## config.mk

```make
export PLATFORM = sky130hd
export DESIGN_NAME = alu_result_bcd_flat
export DESIGN_NICKNAME = d
export VERILOG_FILES = /design/src/rtl/alu_pkg.sv /design/src/rtl/alu_result_bcd_if.sv /design/src/rtl/bcd_adjust_digit.sv /design/src/rtl/alu_result_bcd.sv /design/src/flat_wrapper.sv
export SDC_FILE = /design/constraint.sdc
export NUM_CORES = 1
export LEC_CHECK = 0
export BUFFER_PORTS_ARGS = -buffer_cell sky130_fd_sc_hd__buf_2
export CORE_MARGIN = 2
export CORE_UTILIZATION = 49
export CTS_CLUSTER_SIZE = 40
export DETAILED_ROUTE_END_ITERATION = 12
export PLACE_DENSITY = 0.74
export SLEW_MARGIN = 15
export SYNTH_ARGS = -nofsm -noshare
export SYNTH_HDL_FRONTEND = slang
export SYNTH_SLANG_ARGS = --single-unit
```

## constraint.sdc

```tcl
create_clock -name clk -period 1.6 [get_ports clk]
set_input_delay 0.08 -clock clk [delete_from_list [all_inputs] [get_ports clk]]
set_output_delay 0.08 -clock clk [all_outputs]
set_load 0.02 [all_outputs]
```

## src/rtl/alu_pkg.sv

```systemverilog
// Shared definitions for the add/sub result word and the BCD readout stage.
package alu_pkg;

  // Field positions inside the 12-bit tagged result word.
  localparam int unsigned OP_HI    = 11;
  localparam int unsigned OP_LO    = 10;
  localparam int unsigned SIGN_BIT = 8;
  localparam int unsigned MAG_HI   = 7;

  // Operation tags carried through unaltered.
  localparam logic [1:0] OP_NOP    = 2'b00;
  localparam logic [1:0] OP_ADDSUB = 2'b01;
  localparam logic [1:0] OP_LOGIC  = 2'b10;
  localparam logic [1:0] OP_SHIFT  = 2'b11;

  // Conversion FSM encoding.
  typedef enum logic [1:0] {
    StIdle = 2'd0,
    StConv = 2'd1,
    StDone = 2'd2
  } bcd_state_e;

endpackage

```

## src/rtl/alu_result_bcd_if.sv

```systemverilog
// Producer-side and consumer-side handshake bundle of the BCD readout stage.
interface alu_result_bcd_if #(
  parameter int unsigned MAG_W  = 8,
  parameter int unsigned DIGITS = 3
) ();

  logic                  in_valid;
  logic                  in_ready;
  logic [MAG_W+3:0]      in_result;
  logic                  out_valid;
  logic                  out_ready;
  logic [1:0]            out_op;
  logic                  out_neg;
  logic [4*DIGITS-1:0]   out_bcd;

  // Converter side.
  modport slave (
    input  in_valid,
    input  in_result,
    input  out_ready,
    output in_ready,
    output out_valid,
    output out_op,
    output out_neg,
    output out_bcd
  );

  // Producer / consumer side.
  modport master (
    output in_valid,
    output in_result,
    output out_ready,
    input  in_ready,
    input  out_valid,
    input  out_op,
    input  out_neg,
    input  out_bcd
  );

endinterface

```

## src/rtl/bcd_adjust_digit.sv

```systemverilog
// Double-dabble digit correction: add 3 to any digit of 5 or more before the shift.
module bcd_adjust_digit (
  input  logic [3:0] i_digit,
  output logic [3:0] o_digit
);

  // Correct the digit so the following left shift carries properly into the next digit.
  always_comb begin
    o_digit = i_digit;
    if (i_digit >= 4'd5) begin
      o_digit = i_digit + 4'd3;
    end
  end

endmodule

```

## src/rtl/alu_result_bcd.sv

```systemverilog
// Iterative double-dabble converter for the sign-magnitude add/sub result word.
module alu_result_bcd
  import alu_pkg::*;
#(
  parameter int unsigned MAG_W  = 8,
  parameter int unsigned DIGITS = 3
) (
  input logic              clk,
  input logic              rst,
  alu_result_bcd_if.slave  bus
);

  localparam int unsigned BcdW    = 4 * DIGITS;
  localparam int unsigned CntW    = $clog2(MAG_W + 1);
  localparam int unsigned SignBit = MAG_W;
  localparam int unsigned OpLo    = MAG_W + 2;
  localparam int unsigned OpHi    = MAG_W + 3;

  // The digit field must hold the largest magnitude, otherwise the top digit overflows.
  if (10 ** DIGITS <= (2 ** MAG_W) - 1) begin : g_range_chk
    $error("alu_result_bcd: DIGITS too small for MAG_W");
  end

  bcd_state_e            r_state;
  bcd_state_e            w_state_d;
  logic [CntW-1:0]       r_cnt;
  logic [BcdW-1:0]       r_bcd;
  logic [MAG_W-1:0]      r_mag;
  logic [1:0]            r_op;
  logic                  r_neg;
  logic [1:0]            r_out_op;
  logic                  r_out_neg;
  logic [BcdW-1:0]       r_out_bcd;
  logic [BcdW-1:0]       w_adj;
  logic [BcdW+MAG_W-1:0] w_shift;
  logic                  w_last;

  for (genvar g = 0; g < DIGITS; g++) begin : g_adj
    bcd_adjust_digit u_adj (
      .i_digit (r_bcd[4*g +: 4]),
      .o_digit (w_adj[4*g +: 4])
    );
  end

  // Adjusted digits and remaining magnitude shifted left as one register.
  assign w_shift = {w_adj[BcdW-2:0], r_mag, 1'b0};
  // All MAG_W steps taken; this cycle publishes the result.
  assign w_last  = (r_cnt == CntW'(MAG_W));

  // State register.
  always_ff @(posedge clk) begin
    if (rst) begin
      r_state <= StIdle;
    end else begin
      r_state <= w_state_d;
    end
  end

  // Next-state selection.
  always_comb begin
    w_state_d = r_state;
    case (r_state)
      StIdle:  if (bus.in_valid)  w_state_d = StConv;
      StConv:  if (w_last)        w_state_d = StDone;
      StDone:  if (bus.out_ready) w_state_d = StIdle;
      default: w_state_d = StIdle;
    endcase
  end

  // Handshake outputs decoded from the state.
  always_comb begin
    bus.in_ready  = (r_state == StIdle);
    bus.out_valid = (r_state == StDone);
  end

  // Capture, shift steps and result publication; bit MAG_W+1 of the word is never sampled.
  always_ff @(posedge clk) begin
    if (rst) begin
      r_cnt     <= '0;
      r_bcd     <= '0;
      r_mag     <= '0;
      r_op      <= '0;
      r_neg     <= 1'b0;
      r_out_op  <= '0;
      r_out_neg <= 1'b0;
      r_out_bcd <= '0;
    end else begin
      case (r_state)
        StIdle: begin
          if (bus.in_valid) begin
            r_op  <= bus.in_result[OpHi:OpLo];
            // Negative zero is reported as plain zero.
            r_neg <= bus.in_result[SignBit] & (|bus.in_result[MAG_W-1:0]);
            r_mag <= bus.in_result[MAG_W-1:0];
            r_bcd <= '0;
            r_cnt <= '0;
          end
        end
        StConv: begin
          if (w_last) begin
            r_out_op  <= r_op;
            r_out_neg <= r_neg;
            r_out_bcd <= r_bcd;
          end else begin
            {r_bcd, r_mag} <= w_shift;
            r_cnt          <= r_cnt + CntW'(1);
          end
        end
        default: ;
      endcase
    end
  end

  assign bus.out_op  = r_out_op;
  assign bus.out_neg = r_out_neg;
  assign bus.out_bcd = r_out_bcd;

endmodule
```

## src/flat_wrapper.sv

```systemverilog
// flat-port wrapper written by rule: the top's interface ports become plain ports
module alu_result_bcd_flat import alu_pkg::*;
#(
  parameter int unsigned MAG_W  = 8,
  parameter int unsigned DIGITS = 3
)
  (clk, rst, bus_in_valid, bus_in_result, bus_out_ready, bus_in_ready, bus_out_valid, bus_out_op, bus_out_neg, bus_out_bcd);
  alu_result_bcd_if #(.MAG_W(MAG_W), .DIGITS(DIGITS)) bus_i ();
  input logic clk;
  input logic rst;
  input wire logic [$bits(bus_i.in_valid)-1:0] bus_in_valid;
  input wire logic [$bits(bus_i.in_result)-1:0] bus_in_result;
  input wire logic [$bits(bus_i.out_ready)-1:0] bus_out_ready;
  output wire logic [$bits(bus_i.in_ready)-1:0] bus_in_ready;
  output wire logic [$bits(bus_i.out_valid)-1:0] bus_out_valid;
  output wire logic [$bits(bus_i.out_op)-1:0] bus_out_op;
  output wire logic [$bits(bus_i.out_neg)-1:0] bus_out_neg;
  output wire logic [$bits(bus_i.out_bcd)-1:0] bus_out_bcd;
  assign bus_i.in_valid = bus_in_valid;
  assign bus_i.in_result = bus_in_result;
  assign bus_i.out_ready = bus_out_ready;
  assign bus_in_ready = bus_i.in_ready;
  assign bus_out_valid = bus_i.out_valid;
  assign bus_out_op = bus_i.out_op;
  assign bus_out_neg = bus_i.out_neg;
  assign bus_out_bcd = bus_i.out_bcd;
  alu_result_bcd #(.MAG_W(MAG_W), .DIGITS(DIGITS)) u_core (.clk(clk), .rst(rst), .bus(bus_i));
endmodule
```

=== Word-level counts from Yosys, hierarchy flattened ===
Index checks and enable logic that the tools add are counted.

* Bits in registers: 44
* Input bits: 16
* Output and inout bits: 17
* Word-level logic and storage cells: 47

* Add/subtract/negate cells: 4
* $lt $le $gt $ge: 3
* Equality and inequality tests: 7
* Mux-type cells: 16
* Bitwise logic cells: 1
* Reduce and logical (&&, ||, !) cells: 7

{| class="wikitable"
|+ Operators with widths
! cell !! number
|-
| 12-bit two-way mux || 2
|-
| 12-bit case mux with 2 select lines || 1
|-
| 4-bit two-way mux || 4
|-
| 8-bit two-way mux || 2
|-
| 8-bit case mux with 2 select lines || 1
|-
| 4-bit by 3-bit greater-or-equal comparator with 1-bit output (second input constant) || 3
|-
| 4-bit by 2-bit adder with 4-bit output (second input constant) || 2
|-
| 4-bit case mux with 2 select lines || 1
|-
| 8-bit OR reduction || 1
|-
| 2-bit two-way mux || 3
|-
| 2-bit != test (second input constant) || 3
|-
| 2-bit case mux with 3 select lines || 1
|-
| 3-bit AND reduction || 2
|-
| 4-bit by 1-bit adder with 4-bit output (second input constant) || 1
|-
| 4-bit equality test (second input constant) || 1
|-
| 2-bit AND reduction || 2
|-
| 3-bit by 2-bit adder with 3-bit output (second input constant) || 1
|-
| 3-bit two-way mux || 1
|-
| 2-bit by 1-bit equality test with 1-bit output (second input constant) || 1
|-
| 2-bit equality test (second input constant) || 1
|-
| 2-bit logical NOT || 1
|-
| 2-bit by 1-bit != test with 1-bit output (second input constant) || 1
|-
| 2-bit nonzero test || 1
|-
| 1-bit bitwise AND || 1
|}

=== Depth between registers and ports, before layout ===
Gate-level depths: netlist (run 1).

* Depth in word-level cells: 4
* Depth in mapped cells: 8
* Gate-level depth less buffers: 6

=== Cells and area by module ===
From an unflattened synthesis (run 1), not the netlist that was laid out.

* Cell total of the unflattened synthesis: 272
* Area, all modules: 2,175.8 µm²

{| class="wikitable"
|+ By module, submodules not included
! module !! instances !! cells an instance !! area each (µm²)
|-
| alu_result_bcd || 1 || 224 || 1,871.8
|-
| bcd_adjust_digit || 3 || 16 || 101.3
|}

=== Worst setup path after synthesis (run 1) ===
Ideal clock, no wire load.

* Path type: register -> register
* From: register u_core.r_cnt[0]
* To: register u_core.r_mag[7]
* Setup time: 0.079 ns
* Arrival time: 1.611 ns
* Slack: -0.091 ns
* Stages on the path, launching flop included: 9
* Buffers on the path: 2
* Clock period less this slack: 1.691 ns
* Path through: dfxtp_1 > inv_1 > ha_1 > and3b_1 > a211oi_2 > buf_4 > buf_6 > nor2_1 > a211oi_2

* Word-level cells in the longest chain between the ends: 3

{| class="wikitable"
|+ Ends and longest elaborated chain
! what !! line !! source
|-
| start, declared || alu_result_bcd.sv:26 || <nowiki>logic [CntW-1:0] r_cnt;</nowiki>
|-
| start signal, assigned || alu_result_bcd.sv:106 || <nowiki>r_cnt <= r_cnt + CntW'(1);</nowiki>
|-
| 4-bit equality test || alu_result_bcd.sv:48 || <nowiki>assign w_last = (r_cnt == CntW'(MAG_W));</nowiki>
|-
| 2-bit != test (no line) || - ||
|-
| 3-bit AND reduction (no line) || - ||
|-
| end signal, assigned || alu_result_bcd.sv:94 || <nowiki>r_mag <= bus.in_result[MAG_W-1:0];</nowiki>
|-
| end signal, assigned || alu_result_bcd.sv:105 || <nowiki>{r_bcd, r_mag} <= w_shift;</nowiki>
|-
| end, declared || alu_result_bcd.sv:28 || <nowiki>logic [MAG_W-1:0] r_mag;</nowiki>
|}

Every way passes these cells.
A chain may end at the register's enable or synchronous reset.

=== Worst setup path after layout (run 1) ===
* From: register u_core.r_cnt[1]
* To: register u_core.r_bcd[7]

* Word-level cells in the longest chain between the ends: 3

{| class="wikitable"
|+ Ends and longest elaborated chain
! what !! line !! source
|-
| 4-bit equality test || alu_result_bcd.sv:48 ||
|-
| 2-bit != test (no line) || - ||
|-
| 3-bit AND reduction (no line) || - ||
|-
| end signal, assigned || alu_result_bcd.sv:105 ||
|-
| end, declared || alu_result_bcd.sv:27 || <nowiki>logic [BcdW-1:0] r_bcd;</nowiki>
|}

Every way passes these cells.

==> results of run 1 <==
worst paths after layout:
kind / slack, ns / depth (start not counted) / endpoint
max reg2reg: 0.01 / 8 / u_core.r_bcd[7]
max: 0.01 / 8 / u_core.r_bcd[7]
min: 0.04 / 3 / u_core.r_op[1]
min reg2reg: 0.45 / 2 / u_core.bus.out_op[1]
metrics by stage:
stage / instances / TNS (ns) / total power, mW
after floorplan: 218 / 0 / 1.28
after global placement: 297 / -0.521 / 1.34
after detailed placement: 297 / -1.19 / 1.34
after CTS: 307 / -0.0261 / 2.05
after global routing: 308 / -0.330 / 2.15
final: 308 / 0 / 2.05
area by class of cell:
class / instances / area [um2]
clock inverters: 1 / 7.51
flip-flops and latches: 44 / 883
inverters: 9 / 33.8
clock buffers: 7 / 86.3
repair buffers: 46 / 289
well taps: 48 / 60.1
fillers: 322 / 1340
multi-input cells: 153 / 1040
flip-flops by register name, summed over array words and instances, names as in the netlist:
register	cells
u_core.bus.out_bcd	12
u_core.r_bcd	12
u_core.r_mag	8
u_core.r_cnt	4
u_core.bus.out_op	2
u_core.r_op	2
u_core.r_state	2
u_core.bus.out_neg	1
u_core.r_neg	1
per-layer routing:
metal	share of wire, %	wire [um]
met4	0.97	40
met2	49	2030
met5	0	0
met3	4.2	172
met1	46	1900
synthesized netlist by cell type:
master      n
dfxtp_1    44
nor2b_1     1
a22oi_1     3
o21ai_0     4
nand2_1    35
a211o_1     1
a211oi_2    2
xnor2_1     4
buf_4       1
inv_1       9
a31o_2      1
nor4_1      3
a21oi_1    20
nor2_1     20
and3b_1     1
nor3b_1     1
o2bb2ai_1   3
a22o_1      8
buf_6       1
or3_1       1
nand3_1     1
a211oi_1    7
nand2b_1    8
buf_2       3
nor3_2      2
nor3_1      2
mux2i_1    12
a32o_1      3
clkbuf_1    7
a2111oi_0   1
and2_1      1
ha_1        8
power by group:
group	total, mW	leakage (nW)	switching (mW)	internal [mW]
logic	0.208	0.602	0.114	0.0937
registers	1.14	0.358	0.0181	1.12
clock network	0.699	0.0445	0.348	0.351
total	2.05	1.00	0.480	1.57
cells by family (layout without fill, tap and decap cells):
logic type / after synthesis / after routing
simple gates: 76 / 76
xor+xnor: 4 / 4
fa+ha+maj: 8 / 8
flops: 44 / 44
compound gates: 53 / 53
mux: 12 / 12
buf+inv: 21 / 63
worst max-delay path, delay by kind of cell (launching register included):
kind,cells,cell delay (ns)
and+or+nand+nor,1,0.22
buffers and inverters,3,0.30
DFF,1,0.34
adders and majority gates,1,0.15
AOI/OAI and AO/OA,3,0.46
repair_timing:
| item | CTS | global route |
|---|---|---|
| pin swaps | 4 | 16 |
| setup endpoints to repair | 19 | 34 |
| setup buffers | 1 | 1 |
| gates resized for setup | 10 | 7 |
| hold buffers | 0 | 0 |
| cloned | 1 | 0 |
==> impl_metrics.tcl, run 1 <==
set metrics [dict create \
    drc 0 \
    finClkSkew_ns 0.00459 \
    ant_nets 0 \
    crit_path_start "u_core.r_cnt[1]" \
    min-delay-start "bus_in_result[11]" \
    synth_simple_gate_area_share_pct 17.7 \
    startpoint_type "register" \
    gr-usage-met3_pct 4.56 \
    tightest_slew_ns 0.339 \
    met1_usage_pct 26.1 \
    grt_start_max_net_pins 26 \
    grt_remaining_overflow 0 \
    leakagePower_nw 1.00 \
    syn_to_final_growth_pct 23.2 \
    drive_gt1_share_pct 27.7 \
    htree_levels 2 \
    cts.sinks 44 \
    regToRegStartpoint "u_core.r_cnt[1]" \
    end_kind "register" \
    start_util_pct 52.0 \
    dp_hpwl_mm 2.89 \
    synth_compound_area_share_pct 19.1 \
    mostFrequentLayoutCells "42 x dfxtp_1, 35 x nand2_1, 32 x buf_2" \
    dpl_cell_area_um2 2210 \
    holdWs_ns 0.0422 \
    rsz0062_at_grt "yes" \
    cp.required_ns 1.78 \
    finalHoldViolations 0 \
    worstSetupPathType "register to register" \
    initialDrtViolationCount 70 \
    clockBufferDepth 2 \
    fin_nets 283 \
    final_area_um2 2400 \
    pre_cts_ws_ns -0.0843 \
    routedWlPerCell_um 13.4 \
    die_w_um 67.1 \
    max_slew_margin_pct 76.8 \
    antenna_cells 0 \
    track_usage_pct 20.7 \
    grt_pass1_wl_mm 6.99 \
    grt_util_met2_pct 35.5 \
    cts_root_buffer "clkbuf_8" \
    cellPowerDensity_nw_per_um2 853 \
    fin_ws_ns 0.0133 \
    max_freq_mhz 630 \
    yosys.area.top_type "dfxtp_1" \
    first_pass_iters 4 \
    synthMuxAreaShare_pct 6.17 \
    cts.clk_slew.worst_paths_ns 0.08 \
    run_status "complete, no violations" \
    clock_latency_ns 0.28 \
    vias 1632 \
    netlist_top_cells_area "dfxtp_1 45%, nand2_1 6.7%, mux2i_1 6.2%" \
    ioPinCount 33 \
    core_area_um2 3740 \
    cp_slowest_cell "dfxtp_2" \
    cts_tree "yes" \
    grt_pass1_vias 1533 \
    yosysSeqAreaShare_pct 45.2 \
    top_usage_layer "met2" \
    rows 22 \
    finalCriticalPeriod_ns 1.59 \
    cp.arrival_ns 1.77 \
    wirelength_mm 4.14 \
    cp_cell_sequence "inv_2 > ha_4 > and3b_2 > a211oi_4 > buf_6 > buf_6 > o2bb2ai_2 > a32o_1" \
    syn-num-nets 242 \
    syn_area_um2 1950 \
    worstPathMaxFanout 5 \
    synth_fa_ha_area_share_pct 5.14 \
    fin_crit_sh_pct 99.2 \
    synth_top_family_by_area "compound AO/OA/AOI/OAI gates" \
    slowest_delay_ns 0.34 \
    die_area_um2 4500 \
    setup_viol_count_final 0 \
    syn_inst 218 \
    yosys.area.top_type_share_pct 45.2 \
    worstHoldPathType "primary input to register" \
    grt_antenna_before_repair 0 \
    finalMaxSlewViolations 0 \
    fin_util_pct 64.1 \
    gp_congestion 0.775 \
    cts_made_buffers 5 \
    final_common_cell "dfxtp_1" \
    synth_cell_types 32 \
    ir_drop_mv 0.457 \
    cap_violations 0 \
    vias_per_cell 5.30 \
    synth-xor-area-share_pct 1.80 \
    ys_warn_count 0 \
    synth_seq_cells 44 \
    io_buffers 31 \
    syn_area_per_cell_um2 8.94 \
    die_y_um 67.1 \
    path_common_cell "buf_6" \
]
(Power assumes the default switching activity.)
==> run 2, diff against run 1 <==
--- a/config.mk
+++ b/config.mk
@@ -5,12 +5,13 @@
 export SDC_FILE = /design/constraint.sdc
 export NUM_CORES = 1
 export LEC_CHECK = 0
+export ABC_AREA = 1
 export BUFFER_PORTS_ARGS = -buffer_cell sky130_fd_sc_hd__buf_2
 export CORE_MARGIN = 2
-export CORE_UTILIZATION = 49
+export CORE_UTILIZATION = 51
 export CTS_CLUSTER_SIZE = 40
 export DETAILED_ROUTE_END_ITERATION = 12
-export PLACE_DENSITY = 0.74
+export PLACE_DENSITY = 0.75
 export SLEW_MARGIN = 15
 export SYNTH_ARGS = -nofsm -noshare
 export SYNTH_HDL_FRONTEND = slang
==> run 2 against run 1 <==
Compared with the run above:
- fmax rose by 8.9%
- global-route usage is 4.2 points lower
- synthesized area increased by 13%
- largest power group unchanged
- combinational power grew 2%
- routed wire length increased by 0.75%
- non-clock buffer count fell by 12
- die area rose by 7.7%
- critical path type unchanged
==> impl_metrics.tcl, run 2 <==
set metrics [dict create \
    clkPwrFrac_pct 34.9 \
    gp_congestion 0.803 \
    drive_gt1_share_pct 23.8 \
    die_w_um 69.6 \
    switching_share_pct 25.7 \
    synth_top_family_by_area "simple AND/OR/NAND/NOR gates" \
    routedWlPerCell_um 11.4 \
    gr-usage-met3_pct 3.78 \
    ant_nets 0 \
    synth_seq_cells 44 \
    startpoint_type "register" \
    fin_crit_sh_pct 91.1 \
    grt_pass1_vias 1548 \
    finClkSkew_ns 0.00396 \
    cts_root_buffer "clkbuf_8" \
    worstSetupPathType "register to register" \
    syn_to_final_growth_pct 12.5 \
    synth_top_flop_cell "dfxtp_1" \
    synthMuxAreaShare_pct 0 \
    finalHoldViolations 0 \
    vias_per_cell 5.15 \
    yosys.area.top_type_share_pct 40.1 \
    die_y_um 69.6 \
    cts.sinks 44 \
    cts_made_buffers 5 \
    mostFrequentLayoutCells "73 x nand2_1, 43 x dfxtp_1, 31 x buf_2" \
    syn_inst 284 \
    grt_start_max_net_pins 30 \
    grt_remaining_overflow 0 \
    leakagePower_nw 1.03 \
    cp.required_ns 1.82 \
    final_area_um2 2470 \
    drc 0 \
    setup_viol_count_final 0 \
    fin_nets 338 \
    io_buffers 31 \
    finalMaxSlewViolations 0 \
    antenna_cells 0 \
    track_usage_pct 16.5 \
    netlist_top_cells_area "dfxtp_1 40%, nand2_1 12%, a21oi_1 5.0%" \
    yosysSeqAreaShare_pct 40.1 \
    end_kind "register" \
    clockBufferDepth 2 \
    synth_fa_ha_area_share_pct 4.56 \
    met1_usage_pct 20.8 \
    max_slew_margin_pct 74.7 \
    core_area_um2 4060 \
    rsz0062_at_grt "no" \
    async_flop_share_pct 0 \
    finalCriticalPeriod_ns 1.46 \
    ys_warn_count 0 \
    r2r_slack_ns 0.14 \
    synth-edff-count 0 \
    clock_latency_ns 0.29 \
    run_status "complete, no violations" \
    yosys.area.top_type "dfxtp_1" \
    dpl_cell_area_um2 2340 \
    cap_violations 0 \
    power.switching_mw 0.534 \
    max_freq_mhz 686 \
    first_pass_iters 6 \
    ir_drop_mv 0.542 \
    cp.arrival_ns 1.68 \
    htree_levels 2 \
    syn-num-nets 308 \
    grt_util_met2_pct 28.5 \
    cts_tree "yes" \
    syn_area_per_cell_um2 7.73 \
    tightest_slew_ns 0.378 \
    die_area_um2 4840 \
    synth_simple_gate_area_share_pct 29.1 \
    vias 1879 \
    fin_tns_setup_ns 0 \
    worstHoldPathType "primary input to register" \
    synth_most_common_cell "nand2_1" \
    rows 23 \
    top_usage_layer "met2" \
    power.share.combinational_pct 10.3 \
    initialDrtViolationCount 115 \
    synth_compound_area_share_pct 16.1 \
    grt_antenna_before_repair 0 \
    synth_common_cells "73 x nand2_1, 44 x dfxtp_1, 28 x inv_1" \
    dp_hpwl_mm 2.81 \
    grt_pass1_wl_mm 6.73 \
    wirelength_mm 4.17 \
    synth_cell_types 28 \
    synth-xor-area-share_pct 0 \
    fin_ws_ns 0.143 \
    start_util_pct 54.1 \
    final_common_cell "nand2_1" \
    cellPowerDensity_nw_per_um2 841 \
    ioPinCount 33 \
    cts.clk_slew.worst_paths_ns 0.08 \
    power.internal_mw 1.54 \
    worstPathMaxFanout 13 \
    pre_cts_ws_ns 0.0875 \
    p_seq_share_pct 54.9 \
    syn_area_um2 2190 \
]
run 2: metrics by stage:
step                total power, mW  hold WS [ns]  cells  utilization (%)
finish                         2.08        0.0285    365             60.8
global route                   2.17        0.0290    365             60.8
CTS                            2.09        0.0265    363             60.0
detailed placement             1.37         0.339    355             57.7
global placement               1.36         0.333    355             57.7
floorplan                      1.34         0.223    284                -
run 2: logic make-up after synthesis:
family                   count (synthesis)
flip-flops                              44
AO/OA/AOI/OAI                           53
adder cells (fa/ha/maj)                  8
AND/OR/NAND/NOR                        136
buffers and inverters                   43
run 2: metal layers:
| layer | share of wire, % | routed length (um) |
|---|---|---|
| met1 | 48 | 2000 |
| met2 | 46 | 1910 |
| met3 | 5.2 | 216 |
| met4 | 0.86 | 36 |
| met5 | 0 | 0 |
run 2: final timing paths:
kind	depth (start not counted)	startpoint	end
max	6	u_core.r_cnt[0]	u_core.bus.out_bcd[8]
min	3	bus_in_result[11]	u_core.r_op[1]
max reg2reg	6	u_core.r_cnt[0]	u_core.bus.out_bcd[8]
min reg2reg	2	u_core.bus.out_op[1]	u_core.bus.out_op[1]
run 2: area by class of cell:
class,instances,area [um2]
multi-input cells,198,1100
well taps,50,62.6
clock buffers,6,82.6
inverters,31,126
repair buffers,34,203
fillers,370,1590
clock inverters,2,10.0
flip-flops and latches,44,882
run 2: power by group through the flow:
stage,Combinational (mW),Sequential (mW),Clock [mW]
after floorplan,0.175,1.16,0
after global placement,0.200,1.16,0
after detailed placement,0.203,1.16,0
after CTS,0.203,1.14,0.744
after global routing,0.239,1.14,0.784
final,0.213,1.14,0.724
run 2: worst max-delay path, stage by stage (launching register included):
cell	delay, ns
dfxtp_2	0.35
inv_1	0.07
ha_1	0.21
nand3_4	0.16
nor2_4	0.37
nor2_1	0.10
a211oi_2	0.14
run 2: timing repair:
item / 4_1_cts / 5_1_grt
hold buffers: 0 / 0
endpoints found under the setup margin: 0 / 20
resized for setup: 0 / 2
buffers inserted: 0 / 1
